--- config.mk ---
export PLATFORM = sky130hd
export DESIGN_NAME = execute_stage
export DESIGN_NICKNAME = d
export VERILOG_FILES = /design/src/rtl/y86_pkg.sv /design/src/rtl/y86_alu.sv /design/src/rtl/execute_stage.sv
export SDC_FILE = /design/constraint.sdc
export NUM_CORES = 1
export LEC_CHECK = 0
export BUFFER_PORTS_ARGS = -buffer_cell sky130_fd_sc_hd__buf_2
export CAP_MARGIN = 20
export CORE_MARGIN = 3
export CORE_UTILIZATION = 35
export CTS_BUF_LIST = sky130_fd_sc_hd__clkbuf_4 sky130_fd_sc_hd__clkbuf_8
export DETAILED_ROUTE_END_ITERATION = 8
export GPL_ROUTABILITY_DRIVEN = 0
export PLACE_DENSITY = 0.51
export SLEW_MARGIN = 10
export SYNTH_ARGS = -nofsm -noshare
export SYNTH_HDL_FRONTEND = slang
export SYNTH_SLANG_ARGS = --single-unit
--- constraint.sdc ---
create_clock -name clk -period 15.4 [get_ports clk]
set_clock_uncertainty 0.2 [all_clocks]
set_input_delay 3.08 -clock clk [delete_from_list [all_inputs] [get_ports clk]]
set_output_delay 3.08 -clock clk [all_outputs]
set_load 0.03 [all_outputs]
--- src/rtl/y86_pkg.sv ---
// y86_pkg: shared Y86-64 encodings for the execute stage.
//   - icode and status constants
//   - "no register" ID
//   - ALU function codes
//   - condition ifun codes
package y86_pkg;

    // Instruction codes
    localparam logic [3:0] IcHalt  = 4'h0;
    localparam logic [3:0] IcNop   = 4'h1;
    localparam logic [3:0] IcCmov  = 4'h2;
    localparam logic [3:0] IcIrmov = 4'h3;
    localparam logic [3:0] IcRmmov = 4'h4;
    localparam logic [3:0] IcMrmov = 4'h5;
    localparam logic [3:0] IcOp    = 4'h6;
    localparam logic [3:0] IcJ     = 4'h7;
    localparam logic [3:0] IcCall  = 4'h8;
    localparam logic [3:0] IcRet   = 4'h9;
    localparam logic [3:0] IcPush  = 4'hA;
    localparam logic [3:0] IcPop   = 4'hB;

    // Status codes
    localparam logic [2:0] StatAok = 3'd1;
    localparam logic [2:0] StatHlt = 3'd2;
    localparam logic [2:0] StatAdr = 3'd3;
    localparam logic [2:0] StatIns = 3'd4;

    localparam logic [3:0] RegNone = 4'hF;

    // ALU function codes (OPq ifun)
    localparam logic [3:0] AluAdd = 4'd0;
    localparam logic [3:0] AluSub = 4'd1;
    localparam logic [3:0] AluAnd = 4'd2;
    localparam logic [3:0] AluXor = 4'd3;

    // Condition codes (jXX / cmovXX ifun)
    localparam logic [3:0] CondAlways = 4'd0;
    localparam logic [3:0] CondLe     = 4'd1;
    localparam logic [3:0] CondL      = 4'd2;
    localparam logic [3:0] CondE      = 4'd3;
    localparam logic [3:0] CondNe     = 4'd4;
    localparam logic [3:0] CondGe     = 4'd5;
    localparam logic [3:0] CondG      = 4'd6;

endpackage

--- src/rtl/y86_alu.sv ---
// y86_alu: combinational Y86-64 ALU.
//   a_i, b_i  : operands (sub computes b_i - a_i)
//   fun_i     : AluAdd / AluSub / AluAnd / AluXor; anything else gives 0
//   result_o  : result, wraps mod 2^W
//   zf_o, sf_o, of_o : zero, sign, signed-overflow flags of result_o
module y86_alu
    import y86_pkg::*;
#(
    parameter int unsigned W = 64
) (
    input  logic [W-1:0] a_i,
    input  logic [W-1:0] b_i,
    input  logic [3:0]   fun_i,
    output logic [W-1:0] result_o,
    output logic         zf_o,
    output logic         sf_o,
    output logic         of_o
);

    always_comb begin
        result_o = '0;
        of_o     = 1'b0;
        case (fun_i)
            AluAdd: begin
                result_o = b_i + a_i;
                of_o     = (a_i[W-1] == b_i[W-1]) && (result_o[W-1] != a_i[W-1]);
            end
            AluSub: begin
                result_o = b_i - a_i;
                of_o     = (a_i[W-1] != b_i[W-1]) && (result_o[W-1] != b_i[W-1]);
            end
            AluAnd:  result_o = a_i & b_i;
            AluXor:  result_o = a_i ^ b_i;
            default: result_o = '0;
        endcase
    end

    assign zf_o = (result_o == '0);
    assign sf_o = result_o[W-1];

endmodule

--- src/rtl/execute_stage.sv ---
// execute_stage: Y86-64 pipeline execute stage.
//   Inputs : clk, rst_n (async, active-low), E_bubble / M_bubble,
//            d_* decode outputs, m_stat / W_stat downstream status.
//   Outputs: e_dstE / e_Value_E forwarding pair (comb.), e_Cnd (comb.),
//            M_* memory-stage pipeline register, cc = {ZF,SF,OF}.
// Holds the E register, the condition-code register and the M register.
module execute_stage
    import y86_pkg::*;
#(
    parameter int unsigned W     = 64,
    parameter logic [3:0]  RNONE = 4'd15
) (
    input  logic         clk,
    input  logic         rst_n,
    input  logic         E_bubble,
    input  logic         M_bubble,
    input  logic [2:0]   d_stat,
    input  logic [3:0]   d_icode,
    input  logic [3:0]   d_ifun,
    input  logic [W-1:0] d_Val_C,
    input  logic [W-1:0] d_value_A,
    input  logic [W-1:0] d_value_B,
    input  logic [3:0]   d_dstE,
    input  logic [3:0]   d_dstM,
    input  logic [2:0]   m_stat,
    input  logic [2:0]   W_stat,
    output logic [3:0]   e_dstE,
    output logic [W-1:0] e_Value_E,
    output logic         e_Cnd,
    output logic [2:0]   M_stat,
    output logic [3:0]   M_icode,
    output logic         M_Cnd,
    output logic [W-1:0] M_Value_E,
    output logic [W-1:0] M_Value_A,
    output logic [3:0]   M_dstE,
    output logic [3:0]   M_dstM,
    output logic [2:0]   cc
);

    // E pipeline register
    logic [2:0]   ex_stat_q,  ex_stat_d;
    logic [3:0]   ex_icode_q, ex_icode_d;
    logic [3:0]   ex_ifun_q,  ex_ifun_d;
    logic [W-1:0] ex_val_c_q, ex_val_c_d;
    logic [W-1:0] ex_val_a_q, ex_val_a_d;
    logic [W-1:0] ex_val_b_q, ex_val_b_d;
    logic [3:0]   ex_dst_e_q, ex_dst_e_d;
    logic [3:0]   ex_dst_m_q, ex_dst_m_d;

    // M pipeline register
    logic [2:0]   mem_stat_q,  mem_stat_d;
    logic [3:0]   mem_icode_q, mem_icode_d;
    logic         mem_cnd_q,   mem_cnd_d;
    logic [W-1:0] mem_val_e_q, mem_val_e_d;
    logic [W-1:0] mem_val_a_q, mem_val_a_d;
    logic [3:0]   mem_dst_e_q, mem_dst_e_d;
    logic [3:0]   mem_dst_m_q, mem_dst_m_d;

    // Condition codes {ZF,SF,OF}
    logic [2:0] cc_q, cc_d;

    logic [W-1:0] alu_a, alu_b, alu_result;
    logic [3:0]   alu_fun;
    logic         alu_zf, alu_sf, alu_of;
    logic         cond, lt, set_cc;

    always_comb begin
        if (E_bubble) begin
            ex_stat_d  = StatAok;
            ex_icode_d = IcNop;
            ex_ifun_d  = 4'd0;
            ex_val_c_d = '0;
            ex_val_a_d = '0;
            ex_val_b_d = '0;
            ex_dst_e_d = RNONE;
            ex_dst_m_d = RNONE;
        end else begin
            ex_stat_d  = d_stat;
            ex_icode_d = d_icode;
            ex_ifun_d  = d_ifun;
            ex_val_c_d = d_Val_C;
            ex_val_a_d = d_value_A;
            ex_val_b_d = d_value_B;
            ex_dst_e_d = d_dstE;
            ex_dst_m_d = d_dstM;
        end
    end

    always_comb begin
        alu_a = '0;
        alu_b = '0;
        case (ex_icode_q)
            IcCmov, IcOp:             alu_a = ex_val_a_q;
            IcIrmov, IcRmmov, IcMrmov: alu_a = ex_val_c_q;
            IcCall, IcPush:           alu_a = ~W'(7);  // -8
            IcRet, IcPop:             alu_a = W'(8);
            default:                  alu_a = '0;
        endcase
        case (ex_icode_q)
            IcRmmov, IcMrmov, IcOp, IcCall, IcRet, IcPush, IcPop: alu_b = ex_val_b_q;
            default: alu_b = '0;
        endcase
    end

    assign alu_fun = (ex_icode_q == IcOp) ? ex_ifun_q : AluAdd;

    y86_alu #(
        .W (W)
    ) u_alu (
        .a_i      (alu_a),
        .b_i      (alu_b),
        .fun_i    (alu_fun),
        .result_o (alu_result),
        .zf_o     (alu_zf),
        .sf_o     (alu_sf),
        .of_o     (alu_of)
    );

    // Condition evaluated on the current cc, i.e. before this instruction's own update.
    assign lt = cc_q[1] ^ cc_q[0];

    always_comb begin
        cond = 1'b0;
        case (ex_ifun_q)
            CondAlways: cond = 1'b1;
            CondLe:     cond = lt | cc_q[2];
            CondL:      cond = lt;
            CondE:      cond = cc_q[2];
            CondNe:     cond = ~cc_q[2];
            CondGe:     cond = ~lt;
            CondG:      cond = ~lt & ~cc_q[2];
            default:    cond = 1'b0;
        endcase
    end

    assign e_Cnd     = ((ex_icode_q == IcCmov) || (ex_icode_q == IcJ)) ? cond : 1'b0;
    assign e_Value_E = alu_result;
    assign e_dstE    = ((ex_icode_q == IcCmov) && !e_Cnd) ? RNONE : ex_dst_e_q;

    // Only a cleanly executing OPq may touch cc; faulting older instructions block it.
    assign set_cc = (ex_icode_q == IcOp) && (m_stat == StatAok) && (W_stat == StatAok) &&
                    (ex_stat_q == StatAok);
    assign cc_d   = set_cc ? {alu_zf, alu_sf, alu_of} : cc_q;

    always_comb begin
        if (M_bubble) begin
            mem_stat_d  = StatAok;
            mem_icode_d = IcNop;
            mem_cnd_d   = 1'b0;
            mem_val_e_d = '0;
            mem_val_a_d = '0;
            mem_dst_e_d = RNONE;
            mem_dst_m_d = RNONE;
        end else begin
            mem_stat_d  = ex_stat_q;
            mem_icode_d = ex_icode_q;
            mem_cnd_d   = e_Cnd;
            mem_val_e_d = alu_result;
            mem_val_a_d = ex_val_a_q;
            mem_dst_e_d = e_dstE;
            mem_dst_m_d = ex_dst_m_q;
        end
    end

    always_ff @(posedge clk or negedge rst_n) begin
        if (!rst_n) begin
            ex_stat_q   <= StatAok;
            ex_icode_q  <= IcNop;
            ex_ifun_q   <= 4'd0;
            ex_val_c_q  <= '0;
            ex_val_a_q  <= '0;
            ex_val_b_q  <= '0;
            ex_dst_e_q  <= RNONE;
            ex_dst_m_q  <= RNONE;
            mem_stat_q  <= StatAok;
            mem_icode_q <= IcNop;
            mem_cnd_q   <= 1'b0;
            mem_val_e_q <= '0;
            mem_val_a_q <= '0;
            mem_dst_e_q <= RNONE;
            mem_dst_m_q <= RNONE;
            cc_q        <= 3'b100;
        end else begin
            ex_stat_q   <= ex_stat_d;
            ex_icode_q  <= ex_icode_d;
            ex_ifun_q   <= ex_ifun_d;
            ex_val_c_q  <= ex_val_c_d;
            ex_val_a_q  <= ex_val_a_d;
            ex_val_b_q  <= ex_val_b_d;
            ex_dst_e_q  <= ex_dst_e_d;
            ex_dst_m_q  <= ex_dst_m_d;
            mem_stat_q  <= mem_stat_d;
            mem_icode_q <= mem_icode_d;
            mem_cnd_q   <= mem_cnd_d;
            mem_val_e_q <= mem_val_e_d;
            mem_val_a_q <= mem_val_a_d;
            mem_dst_e_q <= mem_dst_e_d;
            mem_dst_m_q <= mem_dst_m_d;
            cc_q        <= cc_d;
        end
    end

    assign M_stat    = mem_stat_q;
    assign M_icode   = mem_icode_q;
    assign M_Cnd     = mem_cnd_q;
    assign M_Value_E = mem_val_e_q;
    assign M_Value_A = mem_val_a_q;
    assign M_dstE    = mem_dst_e_q;
    assign M_dstM    = mem_dst_m_q;
    assign cc        = cc_q;

endmodule

==> results.md <==
- Worst Hold End: M_stat[1]$_DFF_PN0_
- DIE HEIGHT: 266.7 um
- Gate power share: 0.273
- CTS root buf: clkbuf_8
- Power Internal: 1785 uW
- Avg WL per Cell: about 26 um
- Worst Hold Depth: 1
- Grt ovf: 0
- Setup ws final: 4704 ps
- 1st-iter DRT viols: 2892
- Reg-to-reg startpoint: ex_icode_q[0]$_DFF_PN1_
- Top area cells in the synthesized netlist: dfrtp_1, nor2b_1, ha_1
- Final Max Tran Viols: 0
- Commonest non-fill, non-tap cell in the layout: buf_2
- Actual slew at the worst max-slew pin: 1198 ps
- Post-synth EDFFs: 0
- Hold Startpoint: ex_stat_q[1]$_DFF_PN0_
- Register share of total power: 0.367
- Cts hold-fix bufs: 0
- Max Fclk: 0.09349 GHz
- GRT Total Usage: 0.2841
- Fin cells: around 4000
- Launch point of the worst path: ex_icode_q[0]$_DFF_PN1_
- Slew margin rel.: 0.2016
- Post-synthesis mux area share: 0.007417
- DP Cell Count: 3946
- Net Count, Synth: 3136
- Max Cap Viol: 0
- IO buf count: 436
- Largest net degree at the start of global routing: 130
- Cell taking the most area after synthesis: dfrtp_1
- CTS Buf Count: between 60 and 70
- Num ports: 437
- Die X: 266.7 um
- Synth top area share: 0.3545
- Critical-path maximum fanout: 34
- Clock slew at reported path FFs: 60 ps
- Most frequent cells in the layout: buf_2, nor2b_1, dfrtp_1, a21oi_1, nand2_1
- Post-DP HPWL: around 80000 um
- Post-Synth XOR/XNOR Area: 0.008837
- Main combinational cell family by area after synthesis: simple AND/OR/NAND/NOR gates
- CTS tree: built
- Final worst path period share: 0.6945
- Sequential share of the synthesized area: 0.3777
- CORE AREA: 66570 sq um
- Critical Path AT: between 7000 and 8000 ps
- Hold Crit Class: flip-flop to flip-flop
- Required @ worst endpoint: 12120 ps
- H-tree depth: 3
- Initial core utilization: 0.3573
- Setup TNS: 0 ps
- Worst reg2reg path depth: 21
- Layout Nets: ~3500
- WL final: 104100 um
- Postcts setup bufs: 0
- CTS max path bufs: 3
- Syn Inst Count: 2777
- Min Tclk post-route: 10700 ps
- Simple-Gate Fraction of Synth Area: 0.2581
- Top FF cell, synth: dfrtp_1
- Sinks on Clock Net: 358
- Post-CTS sizing: 0
- Switch share: 0.3523
- Yosys cell types: 84
- R2R Setup Slk: 7070 ps
- Asr flop ratio synth: 1.000
- Netlist Area Pre-Place: 23790 sq um
- First-pass iteration count of the detailed router: 6
- Setup violators final: 0
- Cell leakage power: about 0.014 uW
- RSZ-0062 raised after global routing: no
- PD cells: slightly below 100 nW/um^2
- Layout cells sized above 1: 0.2147
- Count of final hold-check violations: 0
- Kind of end point of the critical path: output pin
- Global-route wire length before repair: 152300 um
- Status: completed
- Area Overhead vs Synth: 18.67%
- RR Endpoint: cc[2]$_DFFE_PN1P_
- Clock Power Share: 0.360
- Switch Pwr: 971.3 uW
- Syn Area/Cell: ~8.6 sq um
- Critical path class: flip-flop to output pin
- Flops & latches, synth: 358
- Via density per instance: 5.905
- DRC viols: 0
- Vias in the first global route: 23540
- Rows: between 90 and 100
- Clk_lat worst skew: 660 ps
- Initial antenna violation count: 15
- Yosys warns: 0
- DR vias: 24060
- VDD IR max: 0.07303 mV
- Compound-Gate Fraction of Synth Area: 0.2221
- Die footprint: just over 70000 sq um
- Adder-cell share of the synthesized area: 0.07322
- Worst hold slack: 257.6 ps
- Pre-CTS WS: about 5600 ps
- Crit start category: flip-flop
- Post-DRT Antenna Nets: 0
-- worst max path at each step --
stage                               end  slack [ps]
after CTS                 e_Value_E[63]        4890
after global routing      e_Value_E[63]        4430
after floorplan           e_Value_E[60]        7250
final                     e_Value_E[63]        4700
after global placement    e_Value_E[63]        5240
after detailed placement  e_Value_E[63]        5620
-- Yosys cell counts (19+ instances only) --
| library cell | number |
|---|---|
| nor2b_1 | 402 |
| dfrtp_1 | 337 |
| a21oi_1 | 228 |
| nand2_1 | 199 |
| nor2_1 | 173 |
| inv_1 | 157 |
| clkbuf_1 | 143 |
| ha_1 | 136 |
| o21ai_0 | 115 |
| a221oi_1 | 71 |
| nand3_1 | 63 |
| nor3_1 | 52 |
| nor4_1 | 51 |
| nand4_1 | 44 |
| o211ai_1 | 39 |
| o31ai_1 | 36 |
| a211oi_1 | 34 |
| or2_2 | 33 |
| a31oi_1 | 26 |
| dfstp_2 | 21 |
| or3_1 | 21 |
| a221o_1 | 20 |
| a21o_1 | 19 |
| and3_1 | 19 |
-- through the flow --
stage                     utilization  total power, uW  cell area (sq um)
after global placement         0.4019             1755              26760
after global routing           0.4238             2885              28210
final                          0.4240             2757              28230
after detailed placement       0.4021             1759              26770
after CTS                      0.4236             2771              28200
after floorplan                     -             1486              23790
-- kinds of logic (layout without fill, tap and decap cells) --
group	after synthesis	count (layout)
compound gates	776	776
xor+xnor	24	24
fa+ha+maj	138	138
buf+inv	328	751
flops	358	358
mux	17	17
other cells	0	10
simple gates	1136	1136
-- sequential cells by signal, summed over array words and instances, names as in the netlist, 64 cells and up --
register / flops
M_Value_A: 64
M_Value_E: 64
ex_val_a_q: 64
ex_val_b_q: 64
ex_val_c_q: 64
-- routing by layer --
layer	track usage	share of wire	vias to the layer above
met1	0.3999	0.43	11640
met4	0.1055	0.040	8
met3	0.07494	0.11	264
met5	0	0.00041	-
met2	0.4181	0.42	1436
li1	-	-	10710
-- power by group through the flow --
stage	logic [uW]	registers, uW	clock network (uW)
floorplan	426	1060	0
global placement	726	1030	0
detailed placement	731	1030	0
CTS	734	1010	1030
global route	804	1020	1070
finish	752	1010	993
-- layout make-up --
class | count | area, sq um
tap | 864 | 1081
clock buffer | 103 | 1230
antenna | 10 | 25.02
fill | 6760 | 38340
timing repair buffer | 476 | 2495
inverter | 158 | 593.1
sequential | 358 | 8986
clock inverter | 14 | 201.4
multi-input combinational | 2091 | 13620
-- worst max-delay path, cell delays in order (launching register included) --
cell       delay (ps)
dfstp_2           640
nand2_1           160
nor2_1            120
a21oi_1            80
nor2_4            590
buf_4             500
a221oi_1          200
ha_1              610
and3_1            280
nand3_1           130
a211oi_1          620
o21ai_0           350
a2111oi_0         620
buf_1             260
o21ai_0           110
and2_1            230
o21ba_2           260
a211o_1           290
a311o_1           430
buf_2             230
(Power assumes the default switching activity.)
